<file path="src/rtl/mc_addr_gen_if.sv">
// Request/configuration and address handshake bundle for mc_addr_gen.
// master = address consumer / controller, slave = the generator.
interface mc_addr_gen_if #(
  parameter int ADDR_W = 31,
  parameter int CNT_W  = 32
);
  logic              start_i;
  logic [2:0]        addr_mode_i;
  logic [ADDR_W-1:0] base_addr_i;
  logic [ADDR_W-1:0] high_addr_i;
  logic [7:0]        stride_i;
  logic [CNT_W-1:0]  trans_cnt_i;
  logic [ADDR_W-1:0] addr_o;
  logic              addr_valid_o;
  logic              addr_ready_i;
  logic              busy_o;
  logic              done_o;

  modport master (
    output start_i, addr_mode_i, base_addr_i, high_addr_i, stride_i, trans_cnt_i,
    output addr_ready_i,
    input  addr_o, addr_valid_o, busy_o, done_o
  );

  modport slave (
    input  start_i, addr_mode_i, base_addr_i, high_addr_i, stride_i, trans_cnt_i,
    input  addr_ready_i,
    output addr_o, addr_valid_o, busy_o, done_o
  );
endinterface

</file>
<file path="src/rtl/mc_addr_gen.sv">
// Memory-test address generator: fixed, LFSR-random, walking 0/1 and
// bounded increment/decrement sequences behind a valid/ready handshake.
module mc_addr_gen #(
  parameter int          ADDR_W    = 31,
  parameter int          CNT_W     = 32,
  parameter logic [31:0] LFSR_SEED = 32'h0000_0001
) (
  input  logic         clk_i,
  input  logic         rst_i,
  mc_addr_gen_if.slave bus
);

  localparam int          K_W       = (ADDR_W > 2) ? $clog2(ADDR_W) : 1;
  // Wide enough for both the ADDR_W carry bit and the full 8-bit stride.
  localparam int          SUM_W     = (ADDR_W + 1 > 9) ? ADDR_W + 1 : 9;
  localparam logic [31:0] SEED      = (LFSR_SEED == 32'd0) ? 32'd1 : LFSR_SEED;
  localparam logic [31:0] LFSR_TAPS = 32'h8020_0003;

  localparam logic [2:0] M_FIX  = 3'd0;
  localparam logic [2:0] M_RND  = 3'd1;
  localparam logic [2:0] M_RUN0 = 3'd2;
  localparam logic [2:0] M_RUN1 = 3'd3;
  localparam logic [2:0] M_INC  = 3'd4;
  localparam logic [2:0] M_DEC  = 3'd5;

  typedef enum logic {IDLE, RUN} state_t;

  state_t            state_q, state_nxt;
  logic              load, adv, done_nxt, done_q;
  logic [2:0]        mode_in, mode_q;
  logic [ADDR_W-1:0] base_q, high_q, addr_q, addr_first, addr_nxt;
  logic [7:0]        stride_q;
  logic [CNT_W-1:0]  cnt_q;
  logic [31:0]       lfsr_q, lfsr_nxt;
  logic [K_W-1:0]    k_q, k_nxt;

  function automatic logic [ADDR_W-1:0] walk(input logic [K_W-1:0] k);
    logic [ADDR_W-1:0] w;
    w    = '0;
    w[k] = 1'b1;
    return w;
  endfunction

  function automatic logic [ADDR_W-1:0] step_inc(input logic [ADDR_W-1:0] cur, base, high,
                                                 input logic [7:0] stride);
    logic [SUM_W-1:0] sum;
    sum = SUM_W'(cur) + SUM_W'(stride);
    if (base > high || sum > SUM_W'(high)) return base;
    return sum[ADDR_W-1:0];
  endfunction

  function automatic logic [ADDR_W-1:0] step_dec(input logic [ADDR_W-1:0] cur, base, high,
                                                 input logic [7:0] stride);
    logic [SUM_W-1:0] diff;
    diff = SUM_W'(cur) - SUM_W'(stride);
    if (base > high) return base;
    if (diff[SUM_W-1] || diff < SUM_W'(base)) return high;
    return diff[ADDR_W-1:0];
  endfunction

  assign mode_in  = (bus.addr_mode_i > M_DEC) ? M_FIX : bus.addr_mode_i;
  assign lfsr_nxt = (lfsr_q >> 1) ^ (lfsr_q[0] ? LFSR_TAPS : 32'd0);
  assign k_nxt    = (k_q == K_W'(ADDR_W - 1)) ? '0 : k_q + K_W'(1);

  always_comb begin
    case (mode_in)
      M_RND:   addr_first = SEED[ADDR_W-1:0];
      M_RUN1:  addr_first = walk('0);
      M_RUN0:  addr_first = ~walk('0);
      M_DEC:   addr_first = (bus.base_addr_i > bus.high_addr_i) ? bus.base_addr_i
                                                                 : bus.high_addr_i;
      default: addr_first = bus.base_addr_i;
    endcase
  end

  always_comb begin
    case (mode_q)
      M_RND:   addr_nxt = lfsr_nxt[ADDR_W-1:0];
      M_RUN1:  addr_nxt = walk(k_nxt);
      M_RUN0:  addr_nxt = ~walk(k_nxt);
      M_INC:   addr_nxt = step_inc(addr_q, base_q, high_q, stride_q);
      M_DEC:   addr_nxt = step_dec(addr_q, base_q, high_q, stride_q);
      default: addr_nxt = base_q;
    endcase
  end

  always_ff @(posedge clk_i or negedge rst_i) begin
    if (!rst_i) state_q <= IDLE;
    else        state_q <= state_nxt;
  end

  always_comb begin
    state_nxt        = state_q;
    load             = 1'b0;
    adv              = 1'b0;
    done_nxt         = 1'b0;
    bus.addr_valid_o = 1'b0;
    bus.busy_o       = 1'b0;
    case (state_q)
      IDLE: begin
        if (bus.start_i) begin
          if (bus.trans_cnt_i == '0) begin
            done_nxt = 1'b1;
          end else begin
            load      = 1'b1;
            state_nxt = RUN;
          end
        end
      end
      RUN: begin
        bus.addr_valid_o = 1'b1;
        bus.busy_o       = 1'b1;
        if (bus.addr_ready_i) begin
          adv = 1'b1;
          if (cnt_q == CNT_W'(1)) begin
            state_nxt = IDLE;
            done_nxt  = 1'b1;
          end
        end
      end
      default: state_nxt = IDLE;
    endcase
  end

  always_ff @(posedge clk_i or negedge rst_i) begin
    if (!rst_i) begin
      mode_q   <= M_FIX;
      base_q   <= '0;
      high_q   <= '0;
      stride_q <= '0;
      cnt_q    <= '0;
      lfsr_q   <= SEED;
      k_q      <= '0;
      addr_q   <= '0;
      done_q   <= 1'b0;
    end else begin
      done_q <= done_nxt;
      if (load) begin
        mode_q   <= mode_in;
        base_q   <= bus.base_addr_i;
        high_q   <= bus.high_addr_i;
        stride_q <= (bus.stride_i == 8'd0) ? 8'd1 : bus.stride_i;
        cnt_q    <= bus.trans_cnt_i;
        lfsr_q   <= SEED;
        k_q      <= '0;
        addr_q   <= addr_first;
      end else if (adv) begin
        cnt_q  <= cnt_q - CNT_W'(1);
        lfsr_q <= lfsr_nxt;
        k_q    <= k_nxt;
        addr_q <= addr_nxt;
      end
    end
  end

  assign bus.addr_o = addr_q;
  assign bus.done_o = done_q;

endmodule

</file>
<file path="src/flat_wrapper.sv">
// flat-port wrapper written by rule: the top's interface ports become plain ports
module mc_addr_gen_flat 
#(
  parameter int          ADDR_W    = 31,
  parameter int          CNT_W     = 32,
  parameter logic [31:0] LFSR_SEED = 32'h0000_0001
)
  (clk_i, rst_i, bus_start_i, bus_addr_mode_i, bus_base_addr_i, bus_high_addr_i, bus_stride_i, bus_trans_cnt_i, bus_addr_ready_i, bus_addr_o, bus_addr_valid_o, bus_busy_o, bus_done_o);
  mc_addr_gen_if #(.ADDR_W(ADDR_W), .CNT_W(CNT_W)) bus_i ();
  input  logic clk_i;
  input  logic rst_i;
  input wire logic [$bits(bus_i.start_i)-1:0] bus_start_i;
  input wire logic [$bits(bus_i.addr_mode_i)-1:0] bus_addr_mode_i;
  input wire logic [$bits(bus_i.base_addr_i)-1:0] bus_base_addr_i;
  input wire logic [$bits(bus_i.high_addr_i)-1:0] bus_high_addr_i;
  input wire logic [$bits(bus_i.stride_i)-1:0] bus_stride_i;
  input wire logic [$bits(bus_i.trans_cnt_i)-1:0] bus_trans_cnt_i;
  input wire logic [$bits(bus_i.addr_ready_i)-1:0] bus_addr_ready_i;
  output wire logic [$bits(bus_i.addr_o)-1:0] bus_addr_o;
  output wire logic [$bits(bus_i.addr_valid_o)-1:0] bus_addr_valid_o;
  output wire logic [$bits(bus_i.busy_o)-1:0] bus_busy_o;
  output wire logic [$bits(bus_i.done_o)-1:0] bus_done_o;
  assign bus_i.start_i = bus_start_i;
  assign bus_i.addr_mode_i = bus_addr_mode_i;
  assign bus_i.base_addr_i = bus_base_addr_i;
  assign bus_i.high_addr_i = bus_high_addr_i;
  assign bus_i.stride_i = bus_stride_i;
  assign bus_i.trans_cnt_i = bus_trans_cnt_i;
  assign bus_i.addr_ready_i = bus_addr_ready_i;
  assign bus_addr_o = bus_i.addr_o;
  assign bus_addr_valid_o = bus_i.addr_valid_o;
  assign bus_busy_o = bus_i.busy_o;
  assign bus_done_o = bus_i.done_o;
  mc_addr_gen #(.ADDR_W(ADDR_W), .CNT_W(CNT_W), .LFSR_SEED(LFSR_SEED)) u_core (.clk_i(clk_i), .rst_i(rst_i), .bus(bus_i));
endmodule
</file>
<file path="config.mk">
export PLATFORM = sky130hd
export DESIGN_NAME = mc_addr_gen_flat
export DESIGN_NICKNAME = d
export VERILOG_FILES = /design/src/rtl/mc_addr_gen_if.sv /design/src/rtl/mc_addr_gen.sv /design/src/flat_wrapper.sv
export SDC_FILE = /design/constraint.sdc
export NUM_CORES = 1
export LEC_CHECK = 0
export CAP_MARGIN = 10
export CORE_MARGIN = 2
export CORE_UTILIZATION = 59
export CTS_CLUSTER_SIZE = 8
export DETAILED_ROUTE_END_ITERATION = 7
export HOLD_SLACK_MARGIN = 0.15
export PLACE_DENSITY = 0.89
export SLEW_MARGIN = 20
export SYNTH_ARGS = -nofsm -noshare
export SYNTH_HDL_FRONTEND = slang
export SYNTH_SLANG_ARGS = --single-unit
</file>
<file path="constraint.sdc">
create_clock -name clk_i -period 6.6 [get_ports clk_i]
set_input_delay 0.66 -clock clk_i [delete_from_list [all_inputs] [get_ports clk_i]]
set_output_delay 0.66 -clock clk_i [all_outputs]
set_load 0.01 [all_outputs]
</file>
# Word-level counts from Yosys, hierarchy flattened
# Cells that the tools add are included.
[word_totals]
output_inout_bits = 34
wordCells = 86
regBits = 175
[classes]
reduce_logical = 7
eq_ne = 11
n_addsub = 4
bitwise = 3
muxes = 44
magnitude_cmp = 7
[ops]
columns = ["op", "n"]
rows = [
  ["two-way mux 31 bit", 9],
  ["two-way mux 32 bit", 5],
  ["one-hot mux 31 bit (5 select lines)", 1],
  ["one-hot mux 31 bit (3 select lines)", 1],
  ["greater-than comparator 31 bit", 2],
  ["adder 31 x 8 -> 32 bit", 1],
  ["equality test 32 x 1 -> 1 bit, second input constant", 1],
  ["greater-than comparator 32 x 31 -> 1 bit", 1],
  ["zero test 32 bit", 1],
  ["< comparator 32 x 31 -> 1 bit", 1],
  ["subtractor 31 x 8 -> 32 bit", 1],
  ["subtractor 32 x 1 -> 32 bit, second input constant", 1],
  ["XOR 31 x 32 -> 32 bit", 1],
  ["inverter 31 bit", 1],
  ["two-way mux 1 bit", 20],
  ["two-way mux 5 bit", 3],
  ["equality test 3 x 2 -> 1 bit, second input constant", 4],
  ["equality test 3 bit, second input constant", 3],
  ["zero test 8 bit", 1],
  ["two-way mux 8 bit", 1],
  ["equality test 3 x 1 -> 1 bit, second input constant", 2],
  ["< comparator 5 x 6 -> 1 bit, second input constant", 1],
  ["adder 5 x 1 -> 5 bit, second input constant", 1],
  ["demux 1 bit (select 5 bit)", 1],
  ["10 further kinds", 12],
]

# Logic depth before layout (Yosys ltp)
[logic_depth]
word_depth = 11
depth_mapped = 23

# Worst setup path before layout
# No wires, ideal clock.
[synth_timing]
kind = "reg2reg"
start = "register u_core.addr_q[2], in the netlist u_core.bus.addr_o[2]"
end = "register u_core.addr_q[1], in the netlist u_core.bus.addr_o[1]"
slack_ns = 1.930
path_stages_with_launch = 21
synth_period_minus_slack_ns = 4.670
path_buffers = 4
t_arrival_ns = 4.581
cell_sequence = "dfrtp_1 > ha_1 > clkbuf_1 > inv_1 > a21oi_1 > o31ai_1 > o22a_1 > clkbuf_1 > nand4_1 > xnor2_1 > ha_1 > nand4_1 > or4_1 > o22a_1 > nor4_1 > and2_0 > clkbuf_1 > buf_2 > a22oi_1 > a21o_1 > o2111ai_1"
[synth_between]
elab_chain_len = 11
[synth_lines]
columns = ["element", "line", "source"]
rows = [
  ["from (decl)", "mc_addr_gen.sv:31", "logic [ADDR_W-1:0] base_q, high_q, addr_q, addr_first, addr_nxt;"],
  ["from (signal assigned)", "mc_addr_gen.sv:146", "addr_q <= addr_first;"],
  ["from (signal assigned)", "mc_addr_gen.sv:151", "addr_q <= addr_nxt;"],
  ["subtractor 31 x 8 -> 32 bit", "mc_addr_gen.sv:55", "diff = SUM_W'(cur) - SUM_W'(stride);"],
  ["< comparator 32 x 31 -> 1 bit", "mc_addr_gen.sv:57", "if (diff[SUM_W-1] || diff < SUM_W'(base)) return high;"],
  ["logical OR 1 bit", "mc_addr_gen.sv:57", ""],
  ["two-way mux 1 bit (2 in series)", "mc_addr_gen.sv:57", ""],
  ["two-way mux 1 bit", "mc_addr_gen.sv:77", "case (mode_q)"],
  ["two-way mux 31 bit", "mc_addr_gen.sv:58", "return diff[ADDR_W-1:0];"],
  ["two-way mux 31 bit", "mc_addr_gen.sv:57", ""],
  ["one-hot mux 31 bit (5 select lines) (*)", "mc_addr_gen.sv:77", ""],
  ["two-way mux 31 bit (*)", "mc_addr_gen.sv:147", "end else if (adv) begin"],
  ["two-way mux 31 bit (*)", "mc_addr_gen.sv:138", "if (load) begin"],
]
# Every way passes the cells marked *; elsewhere a longest branch is shown, timed or not. The select of a mux whose other input is x is not followed.
# A chain may end at the register's enable or synchronous reset.

# Worst setup path after layout
[layout_timing]
start = "register u_core.addr_q[1], in the netlist u_core.bus.addr_o[1]"
end = "register u_core.addr_q[15], in the netlist u_core.bus.addr_o[15]"
# Same word-level chain as after synthesis.

==> summary.txt <==
Worst setup path
  – Worst reg2reg path depth: 18
  – R2R Setup Slk: 660 ps
  – Reg-to-Reg Start: u_core.bus.addr_o[1]$_DFFE_PN0P_
  – Crit path DAT: 6320 ps
  – Crit path max fanout: 9
  – Worst setup EP type: flip-flop
  – Critical Path RT: 6980 ps
  – Crit path kind: reg2reg
  – Crit path launch type: flip-flop
  – Reg2reg end: u_core.bus.addr_o[15]$_DFFE_PN0P_

Layout
  – # fillers: 2101
  – Nets: 2207
  – Area Overhead vs Synth: 14.7%
  – End-of-flow core utilization: 68.7%
  – Layout cells sized above 1: 5.19%
  – Most common cell after layout, fill and taps aside: nand2_1
  – Final Instance Area: 17200 um^2
  – Fin cells: 2296
  – ANT cells: 0
  – Commonest non-fill, non-tap cells in the layout: nand2_1 (211), o21ai_0 (209), dfrtp_1 (174)

Logic synthesis
  – Seq cells post-synth: 175
  – Netlist Area Pre-Place: 15000 um^2
  – Average size of a mapped cell: 7.96 um^2
  – Post-synthesis sequential area ratio: 29.2%
  – Top_reg_cell synth: dfrtp_1
  – EDFF count, synth: 0
  – Synth Instances: 1884
  – Synth cell types: 80
  – Asr flop ratio synth: 100%
  – Synth warn: 0
  – Syn_nets: 2138

Global route
  – Global-route wire length before repair: 85.6 mm
  – Global routing usage on met3: 12.0%
  – Pin count of the biggest net entering global routing: 97
  – GRT overflow: 0
  – Total Routing Usage GR: 42.3%
  – Global route hottest layer: met2
  – Met2 Use GR: 64.9%
  – Initial antenna violation count: 1
  – Vias in the first global route: 15000
  – Met1 Use GR: 53.0%

Pwr
  – Pleak: 7.22 nW
  – Flop pwr share: 24.8%
  – Switching fraction of total power: 51.6%
  – Switching Power: 4.11 mW
  – Comb power frac: 61.2%
  – Clk pwr share: 14.0%
  – PwrDens: 464 nW/um^2
  – Worst vdd ir: 0.285 mV
  – Int Pwr: 3.86 mW

STA
  – Post-route setup TNS: 0 ps
  – F_max: 168 MHz
  – Minimum clock period: 5940 ps
  – Skew final: 18.9 ps
  – Final Hold Vio Count: 0
  – Worst relative slew slack: 34.2%
  – Final count of negative-setup-slack endpoints: 0
  – Period utilisation layout: 89.9%
  – Worst slew pin tran: 988 ps
  – Unrepaired setup endpoints after global routing: no
  – Max-slew violations: 0
  – Final Hold Slack: 271 ps

Clocking
  – Root buf cell: clkbuf_16
  – Worst skew pair latency: 470 ps
  – Post-cts sizing count: 0
  – CTS Buf Count: 17
  – Total setup buffers inserted after CTS: 0
  – Clock tree sinks: 175
  – TritonCTS clock tree: built
  – CTS hold repair buffers: 0
  – Max Root-Sink Buffers: 2
  – Reg clk slew, reported paths: 100 ps
  – H-tree Lvls: 4

Run status
  – Result of the run: completed

Die
  – Die Y: 163 um
  – Initial Util: 59.9%
  – Die ar.: 26700 um^2
  – IO Count: 143
  – Core Region: 25000 um^2
  – Row cnt: 58
  – Die Width: 163 um

Detailed routing
  – Iter 0 DRT Violations: 2255
  – Drt via density: 6.89
  – Via Count: 15800
  – # DRC: 0
  – Avg WL per Cell: 24.6 um
  – Antenna-violating nets left: 0
  – Routed wire length: 56.6 mm
  – Drt pass-1 iters: 8

Placement
  – Inst Count DP: 2264
  – # port buffers: 142
  – Final GP Congestion: 1.07
  – Final HPWL DP: 41.9 mm
  – Placed Area: 16600 um^2

Hold path
  – Hold WC Path Type: in2async

Run
  – Max-Cap Viols: 0
-- power by group through the flow --
stage                     combinational, mW  sequential (mW)  clock [mW]
final                                  4.88             1.98        1.12
after global routing                   5.24             2.01        1.15
after CTS                              4.70             1.94        1.11
after detailed placement               4.66             1.96           0
after global placement                 4.57             1.94           0
after floorplan                        3.26             1.75           0
-- Yosys cell counts (10+ instances only) --
master | count | share of area [%]
a211oi_1 | 16 | 0.80
dfrtp_1 | 174 | 29
nor4_1 | 29 | 1.2
a21oi_1 | 104 | 3.5
o21a_1 | 23 | 1.2
nor2_1 | 103 | 2.6
a21o_1 | 13 | 0.65
ha_1 | 143 | 12
o311ai_0 | 10 | 0.58
inv_1 | 150 | 3.8
o211ai_1 | 32 | 1.6
nand4_1 | 39 | 1.6
nand3_1 | 71 | 2.4
buf_1 | 13 | 0.33
xnor2_1 | 52 | 3.0
nor3_1 | 57 | 1.9
a221o_1 | 12 | 0.80
and3_1 | 14 | 0.58
clkbuf_1 | 94 | 2.4
mux2i_1 | 33 | 2.2
a221oi_1 | 10 | 0.58
o31ai_1 | 10 | 0.50
or3_1 | 17 | 0.71
xor2_1 | 32 | 1.9
nand2_1 | 213 | 5.3
o21ai_0 | 210 | 7.0
o221ai_1 | 36 | 2.1
-- worst max-delay path, cell delays in order (launching register included) --
cell and delay (ps):
dfrtp_1 480, ha_1 340, nor2b_1 190, o211ai_1 130, a31oi_1 470, o21a_1 430
nand4_1 160, xor2_1 240, inv_1 70, ha_1 320, nand4_1 120, or4_1 580
nand3_1 100, a31oi_1 60, nor4_1 700, nand2_1 590, o221a_2 460, a211o_1 300
o211ai_1 90
-- cell families after synthesis --
logic type               after synthesis  share of synthesized area, %
adder cells (fa/ha/maj)              145                          12.2
XOR/XNOR                              84                          4.91
buffers and inverters                269                          6.94
multiplexers                          39                          2.65
flip-flops                           175                          29.2
AND/OR/NAND/NOR                      604                          19.4
AO/OA/AOI/OAI                        568                          24.7
-- final cells by class --
type / count / area [um^2] / area share, %
clock buffer: 17 / 425 / 2.47
clock inverter: 15 / 210 / 1.22
inverter: 151 / 567 / 3.30
multi-input combinational: 1440 / 9580 / 55.7
sequential: 175 / 4380 / 25.5
tap: 330 / 413 / 2.40
timing repair buffer: 168 / 1620 / 9.43
-- sequential cells by signal, summed over array words and instances (netlist names) --
name,cells
u_core.k_q,5
u_core.bus.done_o,1
u_core.lfsr_q,32
u_core.state_q,1
u_core.high_q,31
u_core.base_q,31
u_core.stride_q,8
u_core.mode_q,3
u_core.bus.addr_o,31
u_core.cnt_q,32
-- worst max path at each step --
| stage | end | slack, ps | start |
|---|---|---|---|
| floorplan | u_core.bus.addr_o[1]$_DFFE_PN0P_ | 1930 | u_core.bus.addr_o[2]$_DFFE_PN0P_ |
| global placement | u_core.bus.addr_o[9]$_DFFE_PN0P_ | 1110 | u_core.bus.addr_o[1]$_DFFE_PN0P_ |
| detailed placement | u_core.bus.addr_o[11]$_DFFE_PN0P_ | 950 | u_core.bus.addr_o[3]$_DFFE_PN0P_ |
| CTS | u_core.bus.addr_o[9]$_DFFE_PN0P_ | 880 | u_core.bus.addr_o[1]$_DFFE_PN0P_ |
| global route | u_core.bus.addr_o[28]$_DFFE_PN0P_ | 470 | u_core.bus.addr_o[1]$_DFFE_PN0P_ |
| finish | u_core.bus.addr_o[15]$_DFFE_PN0P_ | 660 | u_core.bus.addr_o[1]$_DFFE_PN0P_ |
-- layer usage --
layer,vias up,part of all wire [%]
li1,6978,-
met1,7406,37
met2,1137,44
met3,296,12
met4,0,6.7
met5,-,0
-- metrics by stage --
stage	worst slack [ps]	power (mW)
final	664	7.98
after global routing	475	8.41
after CTS	883	7.76
after detailed placement	952	6.62
after global placement	1110	6.51
after floorplan	1930	5.01
Power figures use the tool's default switching activity.
